===== config.mk =====
export PLATFORM = sky130hd
export DESIGN_NAME = quad_decoder
export DESIGN_NICKNAME = d
export VERILOG_FILES = /design/src/rtl/quad_pkg.sv /design/src/rtl/quad_filter.sv /design/src/rtl/quad_decoder.sv
export SDC_FILE = /design/constraint.sdc
export NUM_CORES = 1
export LEC_CHECK = 0
export ABC_AREA = 0
export CAP_MARGIN = 10
export CELL_PAD_IN_SITES_DETAIL_PLACEMENT = 2
export CELL_PAD_IN_SITES_GLOBAL_PLACEMENT = 2
export CORE_MARGIN = 4
export CORE_UTILIZATION = 35
export CTS_BUF_LIST = sky130_fd_sc_hd__clkbuf_4
export DETAILED_ROUTE_END_ITERATION = 16
export HOLD_SLACK_MARGIN = 0.06
export PLACE_DENSITY_LB_ADDON = 0.1
export SYNTH_ARGS = -nofsm -noshare
export SYNTH_HDL_FRONTEND = slang
export SYNTH_SLANG_ARGS = --single-unit

===== constraint.sdc =====
create_clock -name CLK -period 3.8 [get_ports CLK]
set_clock_uncertainty 0.1 [all_clocks]
set_input_delay 0.57 -clock CLK [delete_from_list [all_inputs] [get_ports CLK]]
set_output_delay 0.57 -clock CLK [all_outputs]
set_load 0.03 [all_outputs]

===== src/rtl/quad_pkg.sv =====
// Shared phase codes, transition classification and the decode helper used by
// the quadrature receiver.
package quad_pkg;

    localparam logic [1:0] PH_00 = 2'b00;
    localparam logic [1:0] PH_01 = 2'b01;
    localparam logic [1:0] PH_11 = 2'b11;
    localparam logic [1:0] PH_10 = 2'b10;

    typedef enum logic [1:0] {
        TR_NONE,
        TR_INC,
        TR_DEC,
        TR_ILLEGAL
    } trans_e;

    function automatic logic [1:0] fwd_next(input logic [1:0] ph);
        case (ph)
            PH_00:   fwd_next = PH_01;
            PH_01:   fwd_next = PH_11;
            PH_11:   fwd_next = PH_10;
            default: fwd_next = PH_00;
        endcase
    endfunction

    // Any change that is neither one step forward nor one step back moved both phases.
    function automatic trans_e decode_trans(input logic [1:0] prev, input logic [1:0] cur);
        if (cur == prev) begin
            return TR_NONE;
        end else if (cur == fwd_next(prev)) begin
            return TR_INC;
        end else if (prev == fwd_next(cur)) begin
            return TR_DEC;
        end else begin
            return TR_ILLEGAL;
        end
    endfunction

endpackage


===== src/rtl/quad_filter.sv =====
// Two-flop synchronizer followed by a level-persistence glitch filter for one
// quadrature phase.
module quad_filter #(
    parameter int FILT_LEN = 3
) (
    input  logic CLK,
    input  logic reset,
    input  logic ce,
    input  logic d_in,
    output logic d_out,
    output logic stable
);

    // The counter only has to reach FILT_LEN-1; the next differing sample accepts.
    localparam int CW = (FILT_LEN < 2) ? 1 : $clog2(FILT_LEN);
    localparam logic [CW-1:0] LAST = CW'((FILT_LEN > 0) ? (FILT_LEN - 1) : 0);

    logic          sync1_q, sync1_d;
    logic          sync2_q, sync2_d;
    logic [1:0]    fill_q, fill_d;
    logic          f_q, f_d;
    logic [CW-1:0] cnt_q, cnt_d;

    always_comb begin
        sync1_d = d_in;
        sync2_d = sync1_q;
        fill_d  = (fill_q == 2'd2) ? fill_q : fill_q + 2'd1;
        f_d     = f_q;
        cnt_d   = cnt_q;
        if (ce) begin
            if (FILT_LEN == 0) begin
                f_d = sync2_q;
            end else if (sync2_q == f_q) begin
                cnt_d = '0;
            end else if (cnt_q == LAST) begin
                f_d   = sync2_q;
                cnt_d = '0;
            end else begin
                cnt_d = cnt_q + 1'b1;
            end
        end
    end

    always_ff @(posedge CLK) begin
        if (reset) begin
            sync1_q <= 1'b0;
            sync2_q <= 1'b0;
            fill_q  <= 2'd0;
            f_q     <= 1'b0;
            cnt_q   <= '0;
        end else begin
            sync1_q <= sync1_d;
            sync2_q <= sync2_d;
            fill_q  <= fill_d;
            f_q     <= f_d;
            cnt_q   <= cnt_d;
        end
    end

    // Stable once real input has reached the filter and the filter agrees with it.
    assign d_out  = f_q;
    assign stable = (fill_q == 2'd2) && (sync2_q == f_q);

endmodule


===== src/rtl/quad_decoder.sv =====
// Quadrature receiver: filters both phases, primes on the first settled phase,
// then x4-decodes edges into a signed position, step/dir and error reporting.
module quad_decoder
    import quad_pkg::*;
#(
    parameter int FILT_LEN = 3,
    parameter int CNT_W    = 8,
    parameter bit SAT      = 1'b1
) (
    input  logic                    CLK,
    input  logic                    reset,
    input  logic                    ce,
    input  logic                    steerA,
    input  logic                    steerB,
    input  logic                    clear,
    output logic signed [CNT_W-1:0] count,
    output logic                    step,
    output logic                    dir,
    output logic                    err,
    output logic [7:0]              err_cnt
);

    localparam logic signed [CNT_W-1:0] CNT_MAX = {1'b0, {(CNT_W-1){1'b1}}};
    localparam logic signed [CNT_W-1:0] CNT_MIN = {1'b1, {(CNT_W-1){1'b0}}};

    logic       f_a, f_b;
    logic       stable_a, stable_b;
    logic [1:0] phase;
    trans_e     trans;

    logic [1:0]              pp_q, pp_d;
    logic                    primed_q, primed_d;
    logic signed [CNT_W-1:0] count_q, count_d;
    logic                    step_q, step_d;
    logic                    dir_q, dir_d;
    logic                    err_q, err_d;
    logic [7:0]              err_cnt_q, err_cnt_d;

    quad_filter #(.FILT_LEN(FILT_LEN)) u_filt_a (
        .CLK    (CLK),
        .reset  (reset),
        .ce     (ce),
        .d_in   (steerA),
        .d_out  (f_a),
        .stable (stable_a)
    );

    quad_filter #(.FILT_LEN(FILT_LEN)) u_filt_b (
        .CLK    (CLK),
        .reset  (reset),
        .ce     (ce),
        .d_in   (steerB),
        .d_out  (f_b),
        .stable (stable_b)
    );

    assign phase = {f_a, f_b};

    always_comb begin
        trans     = decode_trans(pp_q, phase);
        pp_d      = pp_q;
        primed_d  = primed_q;
        count_d   = count_q;
        dir_d     = dir_q;
        step_d    = 1'b0;
        err_d     = 1'b0;
        err_cnt_d = err_cnt_q;
        if (ce) begin
            if (!primed_q) begin
                if (stable_a && stable_b) begin
                    pp_d     = phase;
                    primed_d = 1'b1;
                end
            end else begin
                pp_d = phase;
                unique case (trans)
                    TR_INC: begin
                        step_d = 1'b1;
                        dir_d  = 1'b1;
                        if (!(SAT && (count_q == CNT_MAX))) begin
                            count_d = count_q + CNT_W'(1);
                        end
                    end
                    TR_DEC: begin
                        step_d = 1'b1;
                        dir_d  = 1'b0;
                        if (!(SAT && (count_q == CNT_MIN))) begin
                            count_d = count_q - CNT_W'(1);
                        end
                    end
                    TR_ILLEGAL: begin
                        err_d = 1'b1;
                        if (err_cnt_q != 8'hFF) begin
                            err_cnt_d = err_cnt_q + 8'd1;
                        end
                    end
                    default: ;
                endcase
            end
        end
        // Clear overrides the counters only; edge reporting and phase tracking proceed.
        if (clear) begin
            count_d   = '0;
            err_cnt_d = '0;
        end
    end

    always_ff @(posedge CLK) begin
        if (reset) begin
            pp_q      <= PH_00;
            primed_q  <= 1'b0;
            count_q   <= '0;
            step_q    <= 1'b0;
            dir_q     <= 1'b0;
            err_q     <= 1'b0;
            err_cnt_q <= 8'd0;
        end else begin
            pp_q      <= pp_d;
            primed_q  <= primed_d;
            count_q   <= count_d;
            step_q    <= step_d;
            dir_q     <= dir_d;
            err_q     <= err_d;
            err_cnt_q <= err_cnt_d;
        end
    end

    assign count   = count_q;
    assign step    = step_q;
    assign dir     = dir_q;
    assign err     = err_q;
    assign err_cnt = err_cnt_q;

endmodule


==> qor.yml <==
synth:
  synth_area_per_cell_um2: 8.85
  synth_area_leaders: "dfxtp_1, ha_1, nor2_1"
  synth.yosys.warnings: 0
  ys_ff_latch: 36
  synth_area_leader_cell: "dfxtp_1"
  ys_seq_area_share_pct: 37.9
  synthFlopType: "dfxtp_1"
  synthCells: 215
  synth-edff-count: 0
  synth_nets: 234
  synth.distinct_cells: 46
  synth-async-reset-ratio_pct: 0
  syn_area_um2: 1900
  synth.top_cell.area_share_pct: 37.9
worst_setup_path:
  crit_arrival_ns: 3.15
  critical-path-max-stage-delay_ns: 0.47
  crit_path_end_kind: "flip-flop"
  path_class: "reg2reg"
  cp.required_ns: 3.93
  path_cells: "nor2b_1, o21ai_0, o21ai_1, ha_1, inv_1, fa_1, nor2b_1, o31a_1, mux2_2, o21ai_0, a21oi_1"
  critPathLaunchType: "flip-flop"
  crit_fanout: 9
  crit_slowest_cell: "dfxtp_1"
floorplan:
  dieHeight_um: 81.7
  die-area_um2: 6680
  top_level_ports: 25
  fp-row-count: 26
  core_um2: 5170
  start_util_pct: 36.8
  die_x_um: 81.7
global_routing:
  grt_pass1_wl_um: 8470
  globalRoute.totalOverflow: 0
  grt_start_max_net_pins: 22
  grt_pass1_vias: 1750
  antenna_found_initial: 0
  grtUsageTotal_pct: 16.6
run:
  drv_cap: 0
power:
  irDropWorstVdd_mv: 0.128
  p_leak_nw: 0.847
  power_mw: 0.727
  p_per_area_nw_per_um2: 321
routing:
  drc: 0
  first_pass_iters: 3
  vias: 1586
  vias_per_cell: 5.08
  ant_nets: 0
  wl_um: 4910
  drt_iter0_markers: 62
  wire_per_inst_um: 15.7
sta:
  setup_viol: 0
  rsz0062_at_grt: "false"
  final.setup.tns_ns: 0
  worst_pin_slew_ns: 0.468
  finalMaxSlewViolations: 0
  finalHoldViolCount: 0
  relSlewSlack_pct: 68.8
  finalCritPeriodShare_pct: 79.4
  max_clock_freq_mhz: 331
  hold_slack_ns: 0.356
  finalCriticalPeriod_ns: 3.02
placement:
  place_congestion: 0.852
  portBuffers: 24
  dpl.hpwl_um: 3760
clocking:
  post_cts_buffers: 0
  clk_pin_slew_ns: 0.11
  hold_buffers: 0
  tritoncts: "yes"
  cts_buffers: 5
  h-tree-depth: 2
  clockRootBuffer: "clkbuf_4"
  cts_buffer_depth: 2
  cts_resized: 0
  clkLatencyLatePin_ns: 0.34
  clock-sinks: 36
cells_and_area:
  area_delta_synth_final_pct: 19.0
  nNetsFinal: 260
  n_antenna_cell: 0
  final_cell_mix: "dfxtp_1, nor2_1, clkdlybuf4s50_1"
  layout_commonest_cell: "dfxtp_1"
  drive_gt1_share_pct: 9.09
  fillers: 591
outcome:
  outcome: "complete, no violations"
min_path:
  hp-class: "reg2reg"
-- layer usage --
metal	track usage (%)	up-vias	share of wire, %	wire length, µm
li1	-	790	-	-
met1	20.1	770	45	2190
met2	29.2	18	52	2540
met3	3.18	8	2.2	109
met4	5.81	0	1.4	70
met5	0	-	0	0
-- final cells by class --
| cell class | count | area, µm² | area share [%] |
|---|---|---|---|
| Clock buffer | 6 | 45.0 | 1.99 |
| Multi-Input combinational cell | 162 | 1110 | 49.0 |
| Sequential cell | 36 | 721 | 31.8 |
| Timing Repair Buffer | 25 | 248 | 10.9 |
| Tap cell | 70 | 87.6 | 3.87 |
| Clock inverter | 2 | 11.3 | 0.498 |
| Inverter | 11 | 41.3 | 1.82 |
-- Yosys cell counts, drive strengths merged (3+ instances only) --
master / n
nand2: 14
a211oi: 4
clkbuf: 4
xnor2: 6
inv: 11
nor2b: 9
nor2: 34
mux2i: 7
a21oi: 16
xor2: 8
o21ai: 6
and2: 3
nor3: 3
and3: 3
nand3: 12
ha: 12
o211ai: 3
dfxtp: 36
-- cells by family after synthesis --
logic type	share of synthesized area [%]
xor gates and xnor gates	6.45
buffers and inverters	3.75
muxes	5.07
and+or+nand+nor	23.9
adders and majority gates	8.95
AOI/OAI and AO/OA	13.9
DFF	37.9
-- report_power, final --
group | total (mW) | switching, mW | internal [mW]
clock | 0.213 | 0.136 | 0.0776
combinational | 0.0982 | 0.0556 | 0.0426
sequential | 0.415 | 0.0141 | 0.401
total | 0.727 | 0.205 | 0.522
-- path summary, 6_finish.rpt --
kind                                                  start                           to  slack [ns]  depth (start not counted)
worst max-delay path                   pp_q[1]$_SDFFE_PP0P_        count[6]$_SDFFE_PP0P_        0.78                         11
worst min-delay path            u_filt_b.sync1_q$_SDFF_PP0_  u_filt_b.sync2_q$_SDFF_PP0_        0.36                          1
worst max register to register         pp_q[1]$_SDFFE_PP0P_        count[6]$_SDFFE_PP0P_        0.78                         11
worst min register to register  u_filt_b.sync1_q$_SDFF_PP0_  u_filt_b.sync2_q$_SDFF_PP0_        0.36                          1
-- flip-flops by register name (all words and copies together) (netlist names) --
register and flops:
count 8, err_cnt 8, pp_q 2, u_filt_a.cnt_q 2, u_filt_a.fill_q 2, u_filt_b.cnt_q 2, u_filt_b.fill_q 2, dir 1
err 1, primed_q 1, step 1, u_filt_a.d_out 1, u_filt_a.sync1_q 1, u_filt_a.sync2_q 1, u_filt_b.d_out 1, u_filt_b.sync1_q 1
u_filt_b.sync2_q 1
-- metrics by stage --
stage	instance area, µm²	instances	worst slack [ns]	utilization [%]
final	2260	312	0.783	43.8
after global routing	2260	312	0.483	43.8
after CTS	2260	312	0.802	43.8
after detailed placement	2210	304	0.824	42.7
after global placement	2210	304	0.978	42.7
after floorplan	1900	215	1.09	-
-- worst max-delay path, delay by kind of cell (launching register included) --
family / cells / cell delay (ns)
multiplexers: 1 / 0.33
flip-flops: 1 / 0.47
buffers and inverters: 1 / 0.18
AND/OR/NAND/NOR: 2 / 0.33
adder cells (fa/ha/maj): 2 / 0.87
AO/OA/AOI/OAI: 5 / 0.64
No activity file was read; power rests on OpenSTA's default activity.
